==> src/rtl/imm_ext_arbiter.sv <==
// imm_ext_arbiter
//
// Purpose:
//   Shares one LEGv8 immediate-extraction / sign-extension datapath between
//   two requesters (0 = decode stage, 1 = early-branch target unit in fetch).
//   The winner's instruction is decoded and its immediate is extended to
//   64 bits. The result is registered in a 1-deep output buffer.
//   Simultaneous requests are arbitrated round-robin, and a flush drops the
//   buffered result.
//
// Handshake semantics (every valid/ready pair in this block):
//   A transfer happens on a rising edge where valid and ready are both 1.
//   - A requester holds valid and its instruction stable until it sees ready.
//   - reqN_ready is a combinational grant. It depends on reqN_valid, so it is
//     only meaningful while the requester is presenting valid.
//   - out_valid stays high with stable out_imm/out_fmt/out_id until out_ready
//     is sampled high. A flush is the one exception: it withdraws the result.
//
// Ports:
//   clk          rising-edge clock
//   reset        asynchronous active-low reset (0 = reset)
//   req0_valid   requester 0 presents an instruction
//   req0_instr   requester 0 instruction word
//   req0_ready   requester 0 granted this cycle
//   req1_valid   requester 1 presents an instruction
//   req1_instr   requester 1 instruction word
//   req1_ready   requester 1 granted this cycle
//   flush        drop the buffered result; block grants this cycle
//   out_valid    output buffer holds a result
//   out_ready    consumer accepts the result
//   out_imm      extended immediate
//   out_fmt      format: 0 NONE, 1 I, 2 D, 3 CB, 4 B
//   out_id       requester that produced the result
//   dbg_rr_ptr   current round-robin pointer (debug visibility)

module imm_ext_arbiter #(
  parameter int DATA_WIDTH  = 64,
  parameter int INSTR_WIDTH = 32
) (
  input  logic                   clk,
  input  logic                   reset,
  input  logic                   req0_valid,
  input  logic [INSTR_WIDTH-1:0] req0_instr,
  output logic                   req0_ready,
  input  logic                   req1_valid,
  input  logic [INSTR_WIDTH-1:0] req1_instr,
  output logic                   req1_ready,
  input  logic                   flush,
  output logic                   out_valid,
  input  logic                   out_ready,
  output logic [DATA_WIDTH-1:0]  out_imm,
  output logic [2:0]             out_fmt,
  output logic                   out_id,
  output logic                   dbg_rr_ptr
);

  localparam logic [2:0] FMT_NONE = 3'd0;
  localparam logic [2:0] FMT_I    = 3'd1;
  localparam logic [2:0] FMT_D    = 3'd2;
  localparam logic [2:0] FMT_CB   = 3'd3;
  localparam logic [2:0] FMT_B    = 3'd4;

  logic                   rr_ptr;
  logic                   free;
  logic                   any_grant;
  logic                   grant_id;
  logic [INSTR_WIDTH-1:0] sel_instr;
  logic [2:0]             dec_fmt;
  logic [DATA_WIDTH-1:0]  dec_imm;

  assign dbg_rr_ptr = rr_ptr;

  // A result draining this cycle frees the buffer, so a new grant can load
  // on the same edge.
  assign free = !out_valid || out_ready;

  always_comb begin
    any_grant = 1'b0;
    grant_id  = 1'b0;
    if (free && !flush) begin
      if (req0_valid && req1_valid) begin
        any_grant = 1'b1;
        grant_id  = rr_ptr;
      end else if (req0_valid) begin
        any_grant = 1'b1;
        grant_id  = 1'b0;
      end else if (req1_valid) begin
        any_grant = 1'b1;
        grant_id  = 1'b1;
      end
    end
  end

  // The buffer looks free while reset is held, so the grants are gated
  // with reset to keep both readies low during reset.
  assign req0_ready = reset && any_grant && !grant_id;
  assign req1_ready = reset && any_grant &&  grant_id;

  assign sel_instr = grant_id ? req1_instr : req0_instr;

  // Decode the formats in priority order; the first match wins. No shift is
  // applied to branch offsets, because the branch adder does the scaling.
  always_comb begin
    dec_fmt = FMT_NONE;
    dec_imm = '0;
    if (sel_instr[31:26] == 6'b000101) begin
      dec_fmt = FMT_B;
      dec_imm = {{(DATA_WIDTH-26){sel_instr[25]}}, sel_instr[25:0]};
    end else if (sel_instr[31:24] == 8'b10110100 ||
                 sel_instr[31:24] == 8'b10110101 ||
                 sel_instr[31:24] == 8'b01010100) begin
      dec_fmt = FMT_CB;
      dec_imm = {{(DATA_WIDTH-19){sel_instr[23]}}, sel_instr[23:5]};
    end else if (sel_instr[31:21] == 11'b11111000010 ||
                 sel_instr[31:21] == 11'b11111000000) begin
      dec_fmt = FMT_D;
      dec_imm = {{(DATA_WIDTH-9){sel_instr[20]}}, sel_instr[20:12]};
    end else if (sel_instr[31:22] == 10'b1001000100 ||
                 sel_instr[31:22] == 10'b1101000100) begin
      dec_fmt = FMT_I;
      dec_imm = {{(DATA_WIDTH-12){1'b0}}, sel_instr[21:10]};
    end
  end

  // Output buffer and round-robin pointer. When a result drains and nothing
  // new loads, only out_valid drops; the payload keeps its last value.
  always_ff @(posedge clk or negedge reset) begin
    if (!reset) begin
      out_valid <= 1'b0;
      out_imm   <= '0;
      out_fmt   <= FMT_NONE;
      out_id    <= 1'b0;
      rr_ptr    <= 1'b0;
    end else begin
      if (any_grant) begin
        out_valid <= 1'b1;
        out_imm   <= dec_imm;
        out_fmt   <= dec_fmt;
        out_id    <= grant_id;
        rr_ptr    <= ~grant_id;
      end else if (flush || out_ready) begin
        out_valid <= 1'b0;
      end
    end
  end

endmodule

==> config.mk <==
export PLATFORM = sky130hd
export DESIGN_NAME = imm_ext_arbiter
export DESIGN_NICKNAME = d
export VERILOG_FILES = /design/src/rtl/imm_ext_arbiter.sv
export SDC_FILE = /design/constraint.sdc
export NUM_CORES = 1
export LEC_CHECK = 0
export ABC_AREA = 1
export CORE_MARGIN = 1.5
export CORE_UTILIZATION = 41
export CTS_CLUSTER_DIAMETER = 30
export DETAILED_ROUTE_END_ITERATION = 10
export GPL_TIMING_DRIVEN = 1
export PLACE_DENSITY_LB_ADDON = 0.15
export REMOVE_ABC_BUFFERS = 1
export SYNTH_ARGS = -nofsm -noshare
export SYNTH_HDL_FRONTEND = slang
export SYNTH_SLANG_ARGS = --single-unit
==> constraint.sdc <==
create_clock -name clk -period 3.8 [get_ports clk]
set_clock_uncertainty 0.2 [all_clocks]
set_input_delay 0.76 -clock clk [delete_from_list [all_inputs] [get_ports clk]]
set_output_delay 0.76 -clock clk [all_outputs]
set_load 0.05 [all_outputs]
# ---- Yosys cells after proc, flatten, opt, wreduce, memory -nomap -nowiden
# Cells that the tools add are included.
dict set report classes {
  n_eq_ne 8
  n_mux 18
  bitwise 1
  n_reduce_logical 15
}
# cell count
set op_table {}
lappend op_table {{two-way mux 64 bit} 3}
lappend op_table {{two-way mux 32 bit} 1}
lappend op_table {{== test 11 bit (second input constant)} 2}
lappend op_table {{== test 10 bit (second input constant)} 2}
lappend op_table {{== test 8 bit (second input constant)} 2}
lappend op_table {{two-way mux 12 bit} 1}
lappend op_table {{two-way mux 1 bit} 10}
lappend op_table {{== test 8 x 7 -> 1 bit (second input constant)} 1}
lappend op_table {{== test 6 x 3 -> 1 bit (second input constant)} 1}
lappend op_table {{logical OR 1 bit} 6}
lappend op_table {{logical AND 1 bit} 5}
lappend op_table {{two-way mux 2 bit} 2}
lappend op_table {{logical NOT 1 bit} 3}
lappend op_table {{two-way mux 3 bit} 1}
lappend op_table {{nonzero test 2 bit} 1}
lappend op_table {{inverter 1 bit} 1}
dict set report word_totals {
  reg_bits 70
  input_bits 70
}

# ---- Depth between registers and ports, before layout
# Gate-level depths: netlist of the first run.
dict set report logic_depth {
  depth_word 11
  mapped_depth 15
  ltp_nobuf 14
}

# ---- Worst setup path before layout of the first run
# No wires, ideal clock.
dict set report synth_timing {
  path_kind {register -> output}
  from {register rr_ptr, in the netlist dbg_rr_ptr}
  to {output port req1_ready}
  arrival_ns 2.728
  setup_slack_ns 0.112
  path_stages_with_launch 8
  path_buffers 3
  path_cell_list {dfrtp_1 -> inv_1 -> a21oi_4 -> nand2_4 -> buf_6 -> buf_2 -> buf_2 -> nor3_1}
}
dict set report synth_between {
  elab_chain_cells 3
}
# element line_no
set synth_rtl {}
lappend synth_rtl {{from (decl)} 63} ;# logic rr_ptr;
lappend synth_rtl {{from (signal assigned)} 140} ;# rr_ptr <= ~grant_id;
lappend synth_rtl {{two-way mux 1 bit} 81} ;# if (req0_valid && req1_valid) begin
lappend synth_rtl {{two-way mux 1 bit} 80} ;# if (free && !flush) begin
lappend synth_rtl {{logical AND 1 bit} 97} ;# assign req1_ready = reset && any_grant && grant_id;
lappend synth_rtl {{to (decl)} 47} ;# output logic req1_ready,
# No other way between the ends.

# ---- Worst setup path after layout of the first run
dict set report layout_timing {
  from {input port req1_valid}
  to {output port req1_ready}
}
dict set report layout_between {
  elab_chain_cells 6
  elab_cells_between_ends 10
}
# element line_no
set layout_rtl {}
lappend layout_rtl {{from (decl)} 45} ;# input logic req1_valid,
lappend layout_rtl {{two-way mux 1 bit} 87} ;# end else if (req1_valid) begin
lappend layout_rtl {{two-way mux 1 bit} 84} ;# end else if (req0_valid) begin
lappend layout_rtl {{two-way mux 1 bit} 81}
lappend layout_rtl {{two-way mux 1 bit} 80}
lappend layout_rtl {{logical AND 1 bit} 97}
lappend layout_rtl {{logical AND 1 bit *} 97}
# Mark *: on every way between the ends. The rest lies on a longest branch, timed or not.

==> metrics.md, run 1 <==
| Metric | Value |
|---|---|
| Status | finished clean |
| Unrepaired setup endpoints after global routing | false |
| Slew HR | 0.5656 |
| Final setup viols | 0 |
| Vias in the first global route | between 3000 and 4000 |
| Share of layout cells above drive strength 1 | 0.08394 |
| Later-pin clock latency in the skew report | a little under 300 ps |
| Post-CTS Resized | 0 |
| WL/cell | ~14 um |
| Number of max-cap violations | 0 |
| Die area | 7689 um2 |
| Main synth FF type | dfrtp_1 |
| Detailed Place HPWL | roughly 6.6 mm |
| Detailed Routing Iterations Pass 1 | 4 |
| Mean Syn Cell Area | between 6 and 7 um2 |
| Commonest non-fill, non-tap cell in the layout | nand2_1 |
| Multi-input logic area | roughly 1500 um2 |
| TritonCTS clock tree | built |
| Via count | ~3100 |
| Layout area overhead | 46.04% |
| Total global routing overflow | 0 |
| Total number of H-tree levels | 2 |
| Filler instances | about 650 |
| Initial Util | 0.4281 |
| Register area | 800.8 um2 |
| TritonCTS Sinks | 32 |
| Clk pin slew, worst setup/hold paths | approximately 70 ps |
| Vias per cell | around 4.8 |
| Nets | roughly 620 |
| Seq/Total Area, Yosys | 0.2723 |
| Critical Path Fanout Max | 22 |
| Hold crit path type | flop to flop |
| LEAKAGE | 2.178 nW |
| Initial antenna violation count | 0 |
| Largest net degree at the start of global routing | 41 |
| Number of synthesized flops with an enable pin | 0 |
| Hold-fix buffer count after cts | 0 |
| FFs w/ async S/R, synth | 1.000 |
| Min Clock Period, post-route | about 3500 ps |
| Die Y | slightly below 90 um |
| Reg2Reg Launch Point | out_valid$_DFFE_PN0P_ |
| Placer congestion estimate | between 0.8 and 0.9 |
| Worst setup SP type | primary input |
| Row count | 30 |
| YS warnings | 0 |
| R2r worst-path depth | 11 |
| DRT iter0 DRCs | between 300 and 400 |
| DRC | 0 |
| Final hold viol count | 0 |
| VDD IR max | approximately 0.18 mV |
| Tightest Pin Transition | between 600 and 700 ps |
| PortBufs | between 100 and 150 |
| Reg2reg setup slack | between 1000 and 1500 ps |
| Post-Synthesis Cells | about 440 |
| Core box area | between 6000 and 7000 um2 |
| Final period util | 0.9131 |
| Most frequent cells in the layout | nand2_1, clkdlybuf4s50_1, nand3_1, inv_1, dfrtp_1 |
| # diodes | 0 |
| First-pass GRT wire length | between 10 and 15 mm |
| CTS Buf Count | 5 |
| Clk root buf | clkbuf_8 |
| Post-Route WL | 8.745 mm |
| Hold_ws | roughly 270 ps |
| Fin util | 0.6251 |
| Critical Path RT | around 2800 ps |
| Total I/O pin count | around 140 |
| Gr usage total | 0.2315 |
| Critical path arrival | 2510 ps |
| Die X-Extent | 87.69 um |
| Crit. End Element | primary output |
| Post-synthesis instance area | between 2000 and 3000 um2 |
| Slew Viols, Final | 0 |
| Fmax | 0.2882 GHz |
| Reg2reg end | out_imm[6]$_DFFE_PN0P_ |
| Final ANT Viol Nets | 0 |
| PwrDens | roughly 300 nW/um2 |
| Hold endpoint | out_id$_DFFE_PN0P_ |
| Clk buf depth | 2 |
| Post-CTS Setup Inserts | 0 |
| Critical path class | primary input to primary output |
| Flops & latches, synth | 32 |
| WHS Path Cells | 2 |
| Synth unique cells | 27 |
| Hold Startpoint | out_id$_DFFE_PN0P_ |
-- sequential cells by signal (all words and copies together), names as in the netlist --
signal / cells
out_imm: 26
dbg_rr_ptr: 1
out_id: 1
out_valid: 1
out_fmt: 3
-- layout make-up --
| cell class | instances | area share |
|---|---|---|
| repair buffers | 155 | 0.3566 |
| multi-input cells | 292 | 0.3497 |
| flip-flops and latches | 32 | 0.1865 |
| inverters | 61 | 0.05332 |
| well taps | 96 | 0.02797 |
| clock buffers | 5 | 0.01603 |
| clock inverters | 3 | 0.009907 |
-- worst max path at each step --
stage	startpoint	to	slack [ps]
finish	req1_valid	req1_ready	330
global route	out_ready	out_imm[5]$_DFFE_PN0P_	160
CTS	req1_valid	req1_ready	320
detailed placement	req1_valid	out_imm[10]$_DFFE_PN0P_	180
global placement	req1_valid	out_imm[0]$_DFFE_PN0P_	260
floorplan	out_imm[62]$_DFFE_PN0P_	out_imm[25]	-9070
-- synthesized netlist by cell type, types with 2 or more instances --
| master | n | area [um2] |
|---|---|---|
| o21ai_0 | 17 | 85.08 |
| nand2_4 | 3 | 33.78 |
| nor2_1 | 8 | 30.03 |
| clkbuf_1 | 5 | 18.77 |
| a21oi_4 | 2 | 32.53 |
| o21a_1 | 5 | 37.54 |
| nand3_1 | 61 | 305.3 |
| o21ai_1 | 2 | 10.01 |
| buf_4 | 42 | 315.3 |
| inv_1 | 58 | 217.7 |
| inv_2 | 3 | 11.26 |
| dfrtp_1 | 32 | 800.8 |
| mux2i_1 | 10 | 100.1 |
| buf_2 | 9 | 45.04 |
| nor2_4 | 3 | 33.78 |
| nand3b_1 | 6 | 45.04 |
| nand2_2 | 3 | 18.77 |
| buf_6 | 3 | 33.78 |
| nand2_1 | 145 | 544.3 |
| o21ai_4 | 2 | 32.53 |
| nand4_1 | 19 | 118.9 |
-- stage by stage --
step / setup TNS, ps / instances / worst slack, ps / area [um2] / total power, mW
6_report: 0 / 644 / 330.3 / 4294 / 1.253
3_3_place_gp: 0 / 636 / 263.0 / 4183 / 0.9157
3_5_place_dp: 0 / 636 / 180.4 / 4183 / 0.9207
2_1_floorplan: -362950 / 385 / -9074 / 2527 / 0.6895
4_1_cts: 0 / 644 / 317.7 / 4294 / 1.260
5_1_grt: 0 / 644 / 160.8 / 4294 / 1.308
-- worst max-delay path, cell delays in order --
cell and delay, ps:
clkdlybuf4s50_1 530, inv_2 60, a21oi_4 250, nand2_4 140
buf_4 250, nor3_1 330, buf_12 180
-- report_power, final --
part	internal (mW)	total [mW]	leakage [nW]	switching (mW)
clock network	0.194	0.339	0.0541	0.145
registers	0.360	0.373	0.437	0.0122
logic	0.198	0.542	1.69	0.344
-- layer usage --
metal | vias to the layer above | global-route usage | share of wire
met3 | 8 | 0.03959 | 0.083
met1 | 1360 | 0.2865 | 0.43
met5 | - | 0 | 0
met4 | 0 | 0.05772 | 0.012
met2 | 165 | 0.4168 | 0.47
li1 | 1576 | - | -
-- cells by family after synthesis --
logic type             Yosys count  share of synthesized area
flip-flops                      32                     0.2723
AND/OR/NAND/NOR                253                     0.4055
multiplexers                    10                    0.03404
buffers and inverters          120                     0.2183
AO/OA/AOI/OAI                   29                    0.06979
Note: power is estimated with default switching activity, not from simulation.
==> run 2, diff against run 1 <==
--- a/config.mk
+++ b/config.mk
@@ -6,13 +6,14 @@
 export NUM_CORES = 1
 export LEC_CHECK = 0
 export ABC_AREA = 1
-export CORE_MARGIN = 1.5
+export CORE_MARGIN = 5
 export CORE_UTILIZATION = 41
 export CTS_CLUSTER_DIAMETER = 30
 export DETAILED_ROUTE_END_ITERATION = 10
 export GPL_TIMING_DRIVEN = 1
 export PLACE_DENSITY_LB_ADDON = 0.15
 export REMOVE_ABC_BUFFERS = 1
+export SLEW_MARGIN = 0
 export SYNTH_ARGS = -nofsm -noshare
 export SYNTH_HDL_FRONTEND = slang
 export SYNTH_SLANG_ARGS = --single-unit
==> run 2 against run 1 <==
Non-clock buffer count grew 1. Critical endpoint unchanged. Largest power group unchanged. Register-to-register slack improved by 130 ps. Final area rose by 0.52%. Largest cell class unchanged.
==> metrics.md, run 2 (synthesis gave the netlist of run 1 again) <==
| Metric | Value |
|---|---|
| TritonCTS Sinks | 32 |
| PnR worst setup slack | 438.0 ps |
| Hold_ws | between 200 and 300 ps |
| Die X-Extent | approximately 95 um |
| Layout area overhead | 46.81% |
| PwrDens | approximately 300 nW/um2 |
| Slew Viols, Final | 0 |
| Later-pin clock latency in the skew report | about 290 ps |
| Final period util | 0.8847 |
| CTS Buf Count | 5 |
| Peak per-stage delay on the critical path | ~530 ps |
| Register with the most flip-flops | out_imm |
| Hold crit path type | flop to flop |
| Detailed Routing Iterations Pass 1 | 4 |
| Largest net degree at the start of global routing | between 40 and 50 |
| Slew HR | 0.6317 |
| Total global routing overflow | 0 |
| Total number of H-tree levels | 2 |
| Core box area | between 6000 and 7000 um2 |
| Hold Startpoint | out_id$_DFFE_PN0P_ |
| Unrepaired setup endpoints after global routing | false |
| Critical Path Fanout Max | 24 |
| CP delay by family, top | buffers and inverters |
| PortBufs | ~140 |
| Slowest cell on the critical path | clkdlybuf4s50_1 |
| # diodes | 0 |
| Most frequent cells in the layout | nand2_1, clkdlybuf4s50_1, nand3_1, inv_1, dfrtp_1 |
| Min Clock Period, post-route | approximately 3400 ps |
| Worst path bufs/invs | 3 |
| Commonest non-fill, non-tap cell in the layout | nand2_1 |
| Max FFs per register | 26 |
| Hold endpoint | out_id$_DFFE_PN0P_ |
| Critical path arrival | approximately 2400 ps |
| Final ANT Viol Nets | 0 |
| WL/cell | 14.46 um |
| DRC | 0 |
| Setup WS pre-CTS | 306.3 ps |
| Number of max-cap violations | 0 |
| Total I/O pin count | 142 |
| LEAKAGE | around 2.2 nW |
| Nets | a little over 600 |
| VDD IR max | 0.1665 mV |
| Vias in the first global route | just over 3000 |
| Worst setup SP type | primary input |
| Initial Util | 0.4281 |
| Reg2reg end | out_imm[4]$_DFFE_PN0P_ |
| Placer congestion estimate | ~0.84 |
| Detailed Place HPWL | a little over 7 mm |
| Gr usage total | 0.2093 |
| R2r worst-path depth | 13 |
| Post-CTS Setup Inserts | 0 |
| Via count | ~3100 |
| Worst-path cell chain | clkdlybuf4s50_1 > inv_2 > a21oi_4 > nand2_4 > nor3_1 > buf_12 |
| Post-Route WL | slightly above 9 mm |
| Final hold viol count | 0 |
| Hold-fix buffer count after cts | 0 |
| Clk root buf | clkbuf_8 |
| Post-CTS Resized | 0 |
| Row count | 30 |
| Vias per cell | 4.864 |
| Tightest Pin Transition | 550.7 ps |
| Final setup viols | 0 |
| Crit. End Element | primary output |
| Status | finished clean |
| Die area | about 9000 um2 |
| Clk buf depth | 2 |
| Share of layout cells above drive strength 1 | 0.08561 |
| Die Y | ~95 um |
| Reg2reg setup slack | between 1000 and 1500 ps |
| TritonCTS clock tree | built |
| Clk pin slew, worst setup/hold paths | around 70 ps |
| First-pass GRT wire length | between 10 and 15 mm |
| Inst Count DP | between 600 and 700 |
| Largest registers | out_imm (26), out_fmt (3) |
| Critical Path RT | 2840 ps |
| Critical path class | primary input to primary output |
| Reg2Reg Launch Point | out_valid$_DFFE_PN0P_ |
| Setup TNS | 0 ps |
| Post-route insts no fill | between 600 and 700 |
| WHS Path Cells | 2 |
| DRT iter0 DRCs | 155 |
| Initial antenna violation count | 0 |
| Fmax | approximately 0.3 GHz |
-- run 2: cell count changes in the layout (fill, tap and decap cells not counted) --
cell and change:
clkbuf_8 +2, buf_4 +1, clkinv_2 -1, clkinvlp_4 -1
-- run 2: worst max-delay path by stage --
stage | startpoint | to | slack [ps] | cells past startpoint
6_report | req1_valid | req1_ready | 440 | 6
4_1_cts | req1_valid | req1_ready | 410 | 6
3_5_place_dp | req1_valid | out_imm[4]$_DFFE_PN0P_ | 310 | 15
5_1_grt | req1_valid | req1_ready | 290 | 6
2_1_floorplan | out_imm[62]$_DFFE_PN0P_ | out_imm[25] | -9070 | 0
3_3_place_gp | req1_valid | out_imm[5]$_DFFE_PN0P_ | 400 | 15
-- run 2: layout make-up --
class	instances	area, um2
fillers	624	2552
repair buffers	156	1539
multi-input cells	292	1501
flip-flops and latches	32	800.8
inverters	61	229.0
well taps	96	120.1
clock buffers	7	96.34
clock inverters	1	30.03
-- run 2: worst reg2reg max path, cell delays in order, from the launching register on --
cell     delay [ps]
dfrtp_1         430
a21oi_4         320
nand2_4         240
nand2_1         110
nand2_1          90
nand2_1         170
nor3b_2          60
buf_4           170
nor2_1          270
buf_4           290
nand2_1          80
inv_1            50
nand2_1          50
nand2_1          60
-- run 2: through the flow --
stage	util	cell area, um2	power, mW
6_report	0.6284	4317	1.293
5_1_grt	0.6284	4317	1.348
4_1_cts	0.6284	4317	1.300
3_5_place_dp	0.6100	4190	0.9222
3_3_place_gp	0.6100	4190	0.9192
2_1_floorplan	-	2527	0.6895
-- run 2: report_power, final --
group	internal [mW]	switching [mW]
Sequential	0.360	0.0115
Combinational	0.197	0.347
Clock	0.232	0.145
-- run 2: per-layer routing --
layer / vias up / routed length [um] / global-route usage / share of wire
met5: - / 0 / 0 / 0
met4: 0 / 129 / 0.06370 / 0.014
met3: 15 / 886 / 0.07012 / 0.095
met2: 151 / 4274 / 0.3376 / 0.46
met1: 1394 / 4038 / 0.2646 / 0.43
li1: 1577 / - / - / -
==> run 3, diff against run 2 <==
==> constraint.sdc (replaced) <==
create_clock -name clk -period 4.2 [get_ports clk]
set_clock_uncertainty 0.2 [all_clocks]
set_input_delay 0.84 -clock clk [delete_from_list [all_inputs] [get_ports clk]]
set_output_delay 0.84 -clock clk [all_outputs]
set_load 0.05 [all_outputs]
==> run 3 against run 2 <==
Worst hold slack got worse by 9.0 ps. Critical endpoint unchanged. Largest power group unchanged. Total power is 19% lower. Clock power shrank 39%. Sequential power shrank 8.3%.
==> metrics.md, run 3 (synthesis gave the netlist of run 1 again) <==
| Metric | Value |
|---|---|
| Setup WS pre-CTS | about 520 ps |
| TritonCTS Sinks | 32 |
| First-pass GRT wire length | 14.87 mm |
| PnR worst setup slack | a little over 700 ps |
| Initial antenna violation count | 0 |
| Post-Route WL | approximately 9.2 mm |
| DRT iter0 DRCs | between 200 and 250 |
| Initial Util | 0.4281 |
| Clk pin slew, worst setup/hold paths | approximately 60 ps |
| Die area | roughly 9000 um2 |
| Unrepaired setup endpoints after global routing | false |
| Hold crit path type | flop to flop |
| Slew HR | 0.3442 |
| Hold endpoint | out_id$_DFFE_PN0P_ |
| Die Y | around 95 um |
| Critical path class | primary input to primary output |
| WHS Path Cells | 2 |
| Core box area | a little under 7000 um2 |
| Reg2reg end | out_imm[9]$_DFFE_PN0P_ |
| Crit. End Element | primary output |
| Filler instances | approximately 650 |
| Number of max-cap violations | 0 |
| Clk buf depth | 2 |
| Largest registers | out_imm (26), out_fmt (3) |
| Reg2Reg Launch Point | out_valid$_DFFE_PN0P_ |
| Final ANT Viol Nets | 0 |
| Row count | 30 |
| Reg2reg setup slack | between 1000 and 1500 ps |
| Hold-fix buffer count after cts | 0 |
| Status | finished clean |
| PortBufs | 141 |
| Via count | between 3000 and 4000 |
| # diodes | 0 |
| Critical Path Fanout Max | 13 |
| Min Clock Period, post-route | around 3500 ps |
| Fmax | around 0.29 GHz |
| Later-pin clock latency in the skew report | 290 ps |
| Commonest non-fill, non-tap cell in the layout | nand2_1 |
| Final period util | 0.8274 |
| Detailed Routing Iterations Pass 1 | 4 |
| Final hold viol count | 0 |
| Post-route cell area | around 4200 um2 |
| Tightest Pin Transition | slightly below 1000 ps |
| Design Power | roughly 1.1 mW |
| Total number of H-tree levels | 2 |
| Detailed Place HPWL | roughly 7 mm |
| Critical path arrival | between 2000 and 2500 ps |
| Clk root buf | clkbuf_8 |
| DRC | 0 |
| Placer congestion estimate | 0.8814 |
| Multi-input logic area | approximately 1500 um2 |
| Vias in the first global route | between 3000 and 4000 |
| Vias per cell | around 5 |
| Total I/O pin count | roughly 140 |
| TritonCTS clock tree | built |
| R2r worst-path depth | 13 |
| Hold_ws | about 270 ps |
| Total global routing overflow | 0 |
| Hold Startpoint | out_id$_DFFE_PN0P_ |
| Die X-Extent | 94.69 um |
| Layout area overhead | 44.38% |
| Post-CTS Resized | 0 |
| PwrDens | around 250 nW/um2 |
| Share of layout cells above drive strength 1 | 0.07706 |
| Largest net degree at the start of global routing | 41 |
| Register area | approximately 800 um2 |
| VDD IR max | roughly 0.14 mV |
| Final setup viols | 0 |
| CTS Buf Count | 5 |
| Slew Viols, Final | 0 |
| Worst setup SP type | primary input |
| Post-CTS Setup Inserts | 0 |
| Register with the most flip-flops | out_imm |
| Max FFs per register | 26 |
| Fin util | 0.6180 |
| LEAKAGE | around 2.2 nW |
| Nets | between 600 and 700 |
| Most frequent cells in the layout | nand2_1, clkdlybuf4s50_1, nand3_1, inv_1, dfrtp_1 |
| Gr usage total | 0.2090 |
| WL/cell | ~14 um |
| Placed Area | about 4200 um2 |
| Critical Path RT | ~3200 ps |
-- run 3: changes by cell type in the layout (fill, tap and decap cells not counted), sizes merged --
| cell | change |
|---|---|
| clkinv | +1 |
| bufinv | -1 |
| clkbuf | -1 |
| buf | -3 |
-- run 3: metal layers --
metal  share of wire  wire, um  GRT usage
met2            0.46      4237     0.3400
met3            0.11       969    0.07649
met5               0         0          0
met1            0.42      3833     0.2597
met4           0.015       141    0.05889
-- run 3: cell type report --
type	instances	area share
repair buffers	153	0.3572
inverters	61	0.05393
well taps	96	0.02829
clock inverters	1	0.001179
flip-flops and latches	32	0.1886
multi-input cells	292	0.3537
clock buffers	6	0.01709
-- run 3: critical path: stages --
cell and delay, ps:
clkdlybuf4s50_1 540, inv_2 60, a21oi_4 260, nand2_4 160, nor3_1 380, buf_12 190
-- run 3: where the power goes --
group | switching, mW | total (mW) | leakage (nW) | internal, mW
Combinational | 0.307 | 0.483 | 1.67 | 0.176
Sequential | 0.0152 | 0.341 | 0.437 | 0.326
Clock | 0.116 | 0.229 | 0.0410 | 0.113
Total | 0.438 | 1.05 | 2.15 | 0.615
-- run 3: how the worst max path moves through the flow --
stage	from	to	slack, ps	cells after the start
floorplan	out_imm[62]$_DFFE_PN0P_	out_imm[25]	-8750	0
global placement	req1_valid	out_imm[22]$_DFFE_PN0P_	580	14
detailed placement	req1_valid	out_imm[9]$_DFFE_PN0P_	520	15
CTS	req1_valid	req1_ready	710	6
global route	req0_valid	out_imm[10]$_DFFE_PN0P_	530	14
finish	req1_valid	req1_ready	720	6
-- run 3: per-stage QoR --
| stage | setup TNS, ps | std cells |
|---|---|---|
| floorplan | -349860 | 385 |
| global placement | 0 | 634 |
| detailed placement | 0 | 634 |
| CTS | 0 | 641 |
| global route | 0 | 641 |
| finish | 0 | 641 |
